--- src/rtl/eth_rx_hdr_parser.sv ---
// Ingress header parser: captures dst/src MAC, length and error status of each frame
// into a held descriptor. Define ETH_RX_FCS_CHECK_EN to add the CRC-32 FCS check.
`timescale 1ns/1ps
module eth_rx_hdr_parser #(
    parameter int unsigned ADDR_BUFFER_DEPTH = 12,
    parameter int unsigned FIFO_DEPTH        = 2048,
    parameter logic [3:0]  PORT_ID           = 4'd0
) (
    input  logic        clk,
    input  logic        rst,
    input  logic [7:0]  rx_data,
    input  logic        rx_valid,
    input  logic        rx_sof,
    input  logic        rx_eof,
    output logic        rx_ready,
    output logic        hdr_valid,
    input  logic        hdr_ready,
    output logic [47:0] hdr_dst_mac,
    output logic [47:0] hdr_src_mac,
    output logic [3:0]  hdr_port,
    output logic [11:0] hdr_len,
    output logic        hdr_err,
    output logic [15:0] drop_cnt
);
    localparam int unsigned HW        = ADDR_BUFFER_DEPTH * 8;
    localparam logic [11:0] HDR_BYTES = 12'(ADDR_BUFFER_DEPTH);

    localparam logic [1:0] S_IDLE    = 2'd0;
    localparam logic [1:0] S_ADDR    = 2'd1;
    localparam logic [1:0] S_PAYLOAD = 2'd2;
    localparam logic [1:0] S_HOLD    = 2'd3;

    logic [1:0]    state_q, state_d;
    logic [11:0]   cnt_q, cnt_d, cnt_inc;
    logic [HW-1:0] addr_q, addr_d, addr_shift;
    logic [47:0]   dst_q, dst_d, src_q, src_d;
    logic [11:0]   len_q, len_d;
    logic          err_q, err_d;
    logic [15:0]   drop_q, drop_d;
    logic [16:0]   drop_sum;
    logic [1:0]    drop_inc;
    logic          accept, oversize, fcs_bad;

    assign rx_ready   = !rst && (state_q != S_HOLD);
    assign accept     = rx_valid && rx_ready;
    assign hdr_valid  = (state_q == S_HOLD);
    assign cnt_inc    = (cnt_q == 12'hFFF) ? cnt_q : cnt_q + 12'd1;
    assign oversize   = 32'(cnt_inc) > FIFO_DEPTH;
    // Header bytes are shifted in, so the first byte ends up in the top bits.
    assign addr_shift = {addr_q[HW-9:0], rx_data};

`ifdef ETH_RX_FCS_CHECK_EN
    logic [31:0] crc_q, crc_d;

    function automatic logic [31:0] crc_byte(input logic [31:0] c, input logic [7:0] d);
        logic [31:0] r;
        r = c ^ {24'd0, d};
        for (int unsigned b = 0; b < 8; b++)
            r = r[0] ? ((r >> 1) ^ 32'hEDB88320) : (r >> 1);
        return r;
    endfunction

    always_comb begin
        crc_d = crc_q;
        if (accept && (rx_sof || state_q != S_IDLE))
            crc_d = crc_byte(rx_sof ? '1 : crc_q, rx_data);
    end

    assign fcs_bad = (crc_d != 32'hDEBB20E3);

    always_ff @(posedge clk or posedge rst) begin
        if (rst) crc_q <= '1;
        else     crc_q <= crc_d;
    end
`else
    assign fcs_bad = 1'b0;
`endif

    always_comb begin
        state_d  = state_q;
        cnt_d    = cnt_q;
        addr_d   = addr_q;
        dst_d    = dst_q;
        src_d    = src_q;
        len_d    = len_q;
        err_d    = err_q;
        drop_inc = '0;
        case (state_q)
            S_IDLE: begin
                if (accept && rx_sof) begin
                    cnt_d  = 12'd1;
                    addr_d = addr_shift;
                    if (rx_eof) drop_inc = 2'd1;
                    else        state_d  = S_ADDR;
                end
            end
            S_ADDR, S_PAYLOAD: begin
                if (accept) begin
                    if (rx_sof) begin
                        // Abort the frame in flight; a sof+eof byte is itself a runt.
                        cnt_d    = 12'd1;
                        addr_d   = addr_shift;
                        drop_inc = rx_eof ? 2'd2 : 2'd1;
                        state_d  = rx_eof ? S_IDLE : S_ADDR;
                    end else begin
                        cnt_d = cnt_inc;
                        if (state_q == S_ADDR) addr_d = addr_shift;
                        if (rx_eof) begin
                            if (state_q == S_ADDR && cnt_inc < HDR_BYTES) begin
                                drop_inc = 2'd1;
                                state_d  = S_IDLE;
                            end else begin
                                dst_d   = addr_d[HW-1 -: 48];
                                src_d   = addr_d[HW-49 -: 48];
                                len_d   = cnt_inc;
                                err_d   = oversize || fcs_bad;
                                state_d = S_HOLD;
                            end
                        end else if (state_q == S_ADDR && cnt_inc == HDR_BYTES) begin
                            state_d = S_PAYLOAD;
                        end
                    end
                end
            end
            S_HOLD: begin
                if (hdr_ready) state_d = S_IDLE;
            end
            default: state_d = S_IDLE;
        endcase
        drop_sum = {1'b0, drop_q} + 17'(drop_inc);
        drop_d   = drop_sum[16] ? '1 : drop_sum[15:0];
    end

    always_ff @(posedge clk or posedge rst) begin
        if (rst) begin
            state_q <= S_IDLE;
            cnt_q   <= '0;
            addr_q  <= '0;
            dst_q   <= '0;
            src_q   <= '0;
            len_q   <= '0;
            err_q   <= 1'b0;
            drop_q  <= '0;
        end else begin
            state_q <= state_d;
            cnt_q   <= cnt_d;
            addr_q  <= addr_d;
            dst_q   <= dst_d;
            src_q   <= src_d;
            len_q   <= len_d;
            err_q   <= err_d;
            drop_q  <= drop_d;
        end
    end

    assign hdr_dst_mac = dst_q;
    assign hdr_src_mac = src_q;
    assign hdr_port    = PORT_ID;
    assign hdr_len     = len_q;
    assign hdr_err     = err_q;
    assign drop_cnt    = drop_q;

endmodule
--- config.mk ---
export PLATFORM = sky130hd
export DESIGN_NAME = eth_rx_hdr_parser
export DESIGN_NICKNAME = d
export VERILOG_FILES = /design/src/rtl/eth_rx_hdr_parser.sv
export SDC_FILE = /design/constraint.sdc
export NUM_CORES = 1
export LEC_CHECK = 0
export BUFFER_PORTS_ARGS = -buffer_cell sky130_fd_sc_hd__buf_2
export CAP_MARGIN = 0
export CORE_MARGIN = 2
export CORE_UTILIZATION = 35
export CTS_CLUSTER_DIAMETER = 50
export DETAILED_ROUTE_END_ITERATION = 12
export GPL_TIMING_DRIVEN = 0
export SLEW_MARGIN = 0
export SYNTH_ARGS = -nofsm -noshare
export SYNTH_HDL_FRONTEND = slang
export SYNTH_SLANG_ARGS = --single-unit
export TNS_END_PERCENT = 1
--- constraint.sdc ---
create_clock -name clk -period 11.75 [get_ports clk]
set_input_delay 1.7625 -clock clk [delete_from_list [all_inputs] [get_ports clk]]
set_output_delay 1.7625 -clock clk [all_outputs]
set_load 0.01 [all_outputs]
==> impl_metrics.json <==
{
  "run_status": "finished, final reports clean",
  "final-setup-viol-count": 0,
  "fillers": 2825,
  "diodes": 0,
  "syn_to_final_growth_pct": 21.2,
  "finalWirelength_mm": 24.8,
  "start_util_pct": 35.6,
  "netlist_instances": 917,
  "intPower_mw": 2.05,
  "grt_antenna_before_repair": 1,
  "postPlaceCellArea_um2": 11800,
  "max_clock_freq_mhz": 221,
  "r2r-start": "cnt_q[0]",
  "r2r_end": "drop_cnt[4]",
  "grt_start_max_net_pins": 127,
  "cts_hold_buf": 0,
  "gp_congestion": 0.880,
  "rsz0062_at_grt": "false",
  "synth_flop_cell": "dfrtp_1",
  "hold_violations": 0,
  "num_vias": 7330,
  "maxCapViolCount": 0,
  "hpwl_mm": 17.3,
  "drt_iter0_markers": 455,
  "multiInputGateArea_um2": 4280,
  "fin_crit_ns": 4.52,
  "worst_slew_pin_slew_ns": 0.774,
  "hold_path_depth": 2,
  "leakage_nw": 6.32,
  "path_class": "reg2reg",
  "vdd_drop_max_mv": 0.108,
  "synth_top_cells_by_area": "dfrtp_1 56%, mux2_2 10%, mux2i_1 9.7%, nand2_1 5.1%, o21ai_1 3.5%",
  "fin_crit_sh_pct": 38.5,
  "antenna_left": 0,
  "core_um2": 29700,
  "portBuffers": 140,
  "required_ns": 12.21,
  "hp-start": "hdr_dst_mac[38]",
  "seqCellArea_um2": 5880,
  "num_rows": 63,
  "dr.pass1.iters": 4,
  "netlist.area_leader.share_pct": 55.6,
  "cts_buffers": 30,
  "grt_pass1_wl_mm": 39.5,
  "post_drt_wl_per_cell_um": 16.5,
  "die_x_um": 178,
  "combPwrFrac_pct": 30.7,
  "slew_headroom_pct": 48.4,
  "hold_class": "reg2reg",
  "fin_tns_setup_ns": 0,
  "skew_ns": 0.0133,
  "pwr-share-seq_pct": 39.7,
  "synth_edf_count": 0,
  "path_clk_slew_ns": 0.06,
  "io_pins": 145,
  "synth.distinct_cells": 52,
  "via_per_inst": 4.87,
  "cts_buffer_depth": 3,
  "synth.cell_area_um2": 10600,
  "final_area_um2": 12800,
  "clock_sinks": 235,
  "yosysSeqAreaShare_pct": 55.6,
  "arrival_ns": 4.98,
  "final_cells": 1505,
  "dieHeight_um": 178,
  "ff2ff_path_depth": 16,
  "nNetsFinal": 1116,
  "grt.total_usage_pct": 15.7,
  "synth.ff_latch_count": 235,
  "root_buffer": "clkbuf_16",
  "synth.avg_cell_area_um2": 11.5,
  "end_kind": "register",
  "hold_end": "hdr_dst_mac[38]",
  "drive_above_1_share_pct": 29.3,
  "htree_levels": 1,
  "switchingPower_mw": 1.04,
  "drc": 0,
  "final_max_slew_viol_count": 0,
  "yosysTopAreaCell": "dfrtp_1",
  "ys_warn_count": 0,
  "grt_pass1_vias": 7264,
  "critPathLaunchType": "register",
  "dpl.cell_count": 1451,
  "cts_resized": 0,
  "clk_latency_ns": 0.54,
  "rrSetupSlack_ns": 7.23,
  "p_clk_share_pct": 29.6,
  "cts_tree": "yes",
  "grt_overflow_total": 0,
  "async_reset_ff_share_pct": 100,
  "netSwitchingFraction_pct": 33.7,
  "die-area_um2": 31600,
  "cp_max_fo": 10,
  "post_cts_buffers": 0,
  "powerDensity_nw_per_um2": 241
}
-- metrics by stage --
stage	hold slack [ns]	setup slack (ns)	total power [mW]	util (%)
after detailed placement	0.465	7.17	2.20	39.7
after global placement	0.459	0.615	2.18	39.6
final	0.473	7.23	3.09	43.1
after CTS	0.479	7.19	3.13	43.1
after floorplan	0.480	3.54	1.88	-
after global routing	0.490	6.96	3.29	43.1
-- metal layers --
metal / up-vias / wire [µm] / global-route usage [%]
met5: - / 13 / 0
met1: 3590 / 12100 / 22.9
met4: 2 / 344 / 3.35
met3: 30 / 1300 / 2.91
met2: 148 / 11100 / 24.3
li1: 3560 / - / -
-- power by group through the flow --
| stage | Sequential (mW) | Clock (mW) | Combinational, mW |
|---|---|---|---|
| floorplan | 1.22 | 0 | 0.654 |
| global placement | 1.23 | 0 | 0.951 |
| detailed placement | 1.24 | 0 | 0.962 |
| CTS | 1.23 | 0.941 | 0.967 |
| global route | 1.26 | 0.974 | 1.05 |
| finish | 1.22 | 0.913 | 0.948 |
-- cell usage in the layout, fill, tap and decap left out, types with 6 or more instances in the layout --
cell type,n
mux2_2,97
xnor2_1,7
o21ai_0,51
clkbuf_2,8
nand2_1,143
xor2_1,7
mux2i_1,102
nor2_1,16
nand3_1,15
dfrtp_1,235
clkbuf_16,31
inv_1,9
nand4_1,6
a21oi_1,15
o21ai_1,74
buf_6,13
buf_2,148
nor3_1,7
ha_1,8
clkbuf_1,34
and3_1,6
-- worst max path at each step --
| stage | from | end | slack (ns) |
|---|---|---|---|
| after global routing | cnt_q[0] | drop_cnt[4] | 6.96 |
| final | cnt_q[0] | drop_cnt[4] | 7.23 |
| after CTS | cnt_q[0] | drop_cnt[4] | 7.19 |
| after floorplan | rst | addr_q[0] | 3.54 |
| after global placement | rst | hdr_src_mac[20] | 0.61 |
| after detailed placement | rst | drop_cnt[4] | 7.17 |
-- synthesized netlist by cell type, types with 6 or more instances --
cell,count
buf_6,13
nand3_1,15
dfrtp_1,235
inv_1,10
and3_1,6
a21oi_1,15
o21ai_0,51
mux2_2,97
o21ai_1,74
nor2_1,16
mux2i_1,102
clkbuf_1,26
xnor2_1,7
clkbuf_2,8
ha_1,8
nand2_1,143
buf_2,8
xor2_1,7
nand4_1,6
nor3_1,7
-- flip-flops by register name, summed over array words and instances, names as in the netlist --
register and count:
addr_q 96, drop_cnt 16, hdr_err 1, state_q 2, hdr_len 12, hdr_dst_mac 48, cnt_q 12, hdr_src_mac 48
-- worst max-delay path, stage by stage (launching register included) --
cell,delay (ns)
dfrtp_1,0.34
buf_2,0.19
nand3_1,0.21
nor4_1,0.41
mux2i_1,0.43
nand4_1,0.29
nor3_1,0.31
a21boi_0,0.13
o21ai_0,0.19
ha_1,0.19
inv_1,0.05
fa_1,0.41
and3b_1,0.29
nand3_1,0.15
or3_1,0.47
clkbuf_1,0.26
nand2_1,0.12
-- cell type report --
type / count / share of cell area (%)
plain buffers: 62 / 3.01
clock buffers: 42 / 6.61
clock inverters: 12 / 1.22
inverters: 10 / 0.352
multi-input cells: 613 / 33.4
flip-flops and latches: 235 / 45.9
well taps: 390 / 3.81
repair buffers: 141 / 5.69
-- cells by family (layout without fill, tap and decap cells) --
kind of cell | count (synthesis) | count (layout) | synth area share (%)
simple gates | 220 | 220 | 9.36
xor+xnor | 14 | 14 | 1.16
compound gates | 166 | 166 | 8.54
other cells | 1 | 4 | 0.0355
flops | 235 | 235 | 55.6
mux | 200 | 200 | 20.1
fa+ha+maj | 9 | 9 | 1.14
buf+inv | 72 | 267 | 4.00
Power figures use the tool's default switching activity.
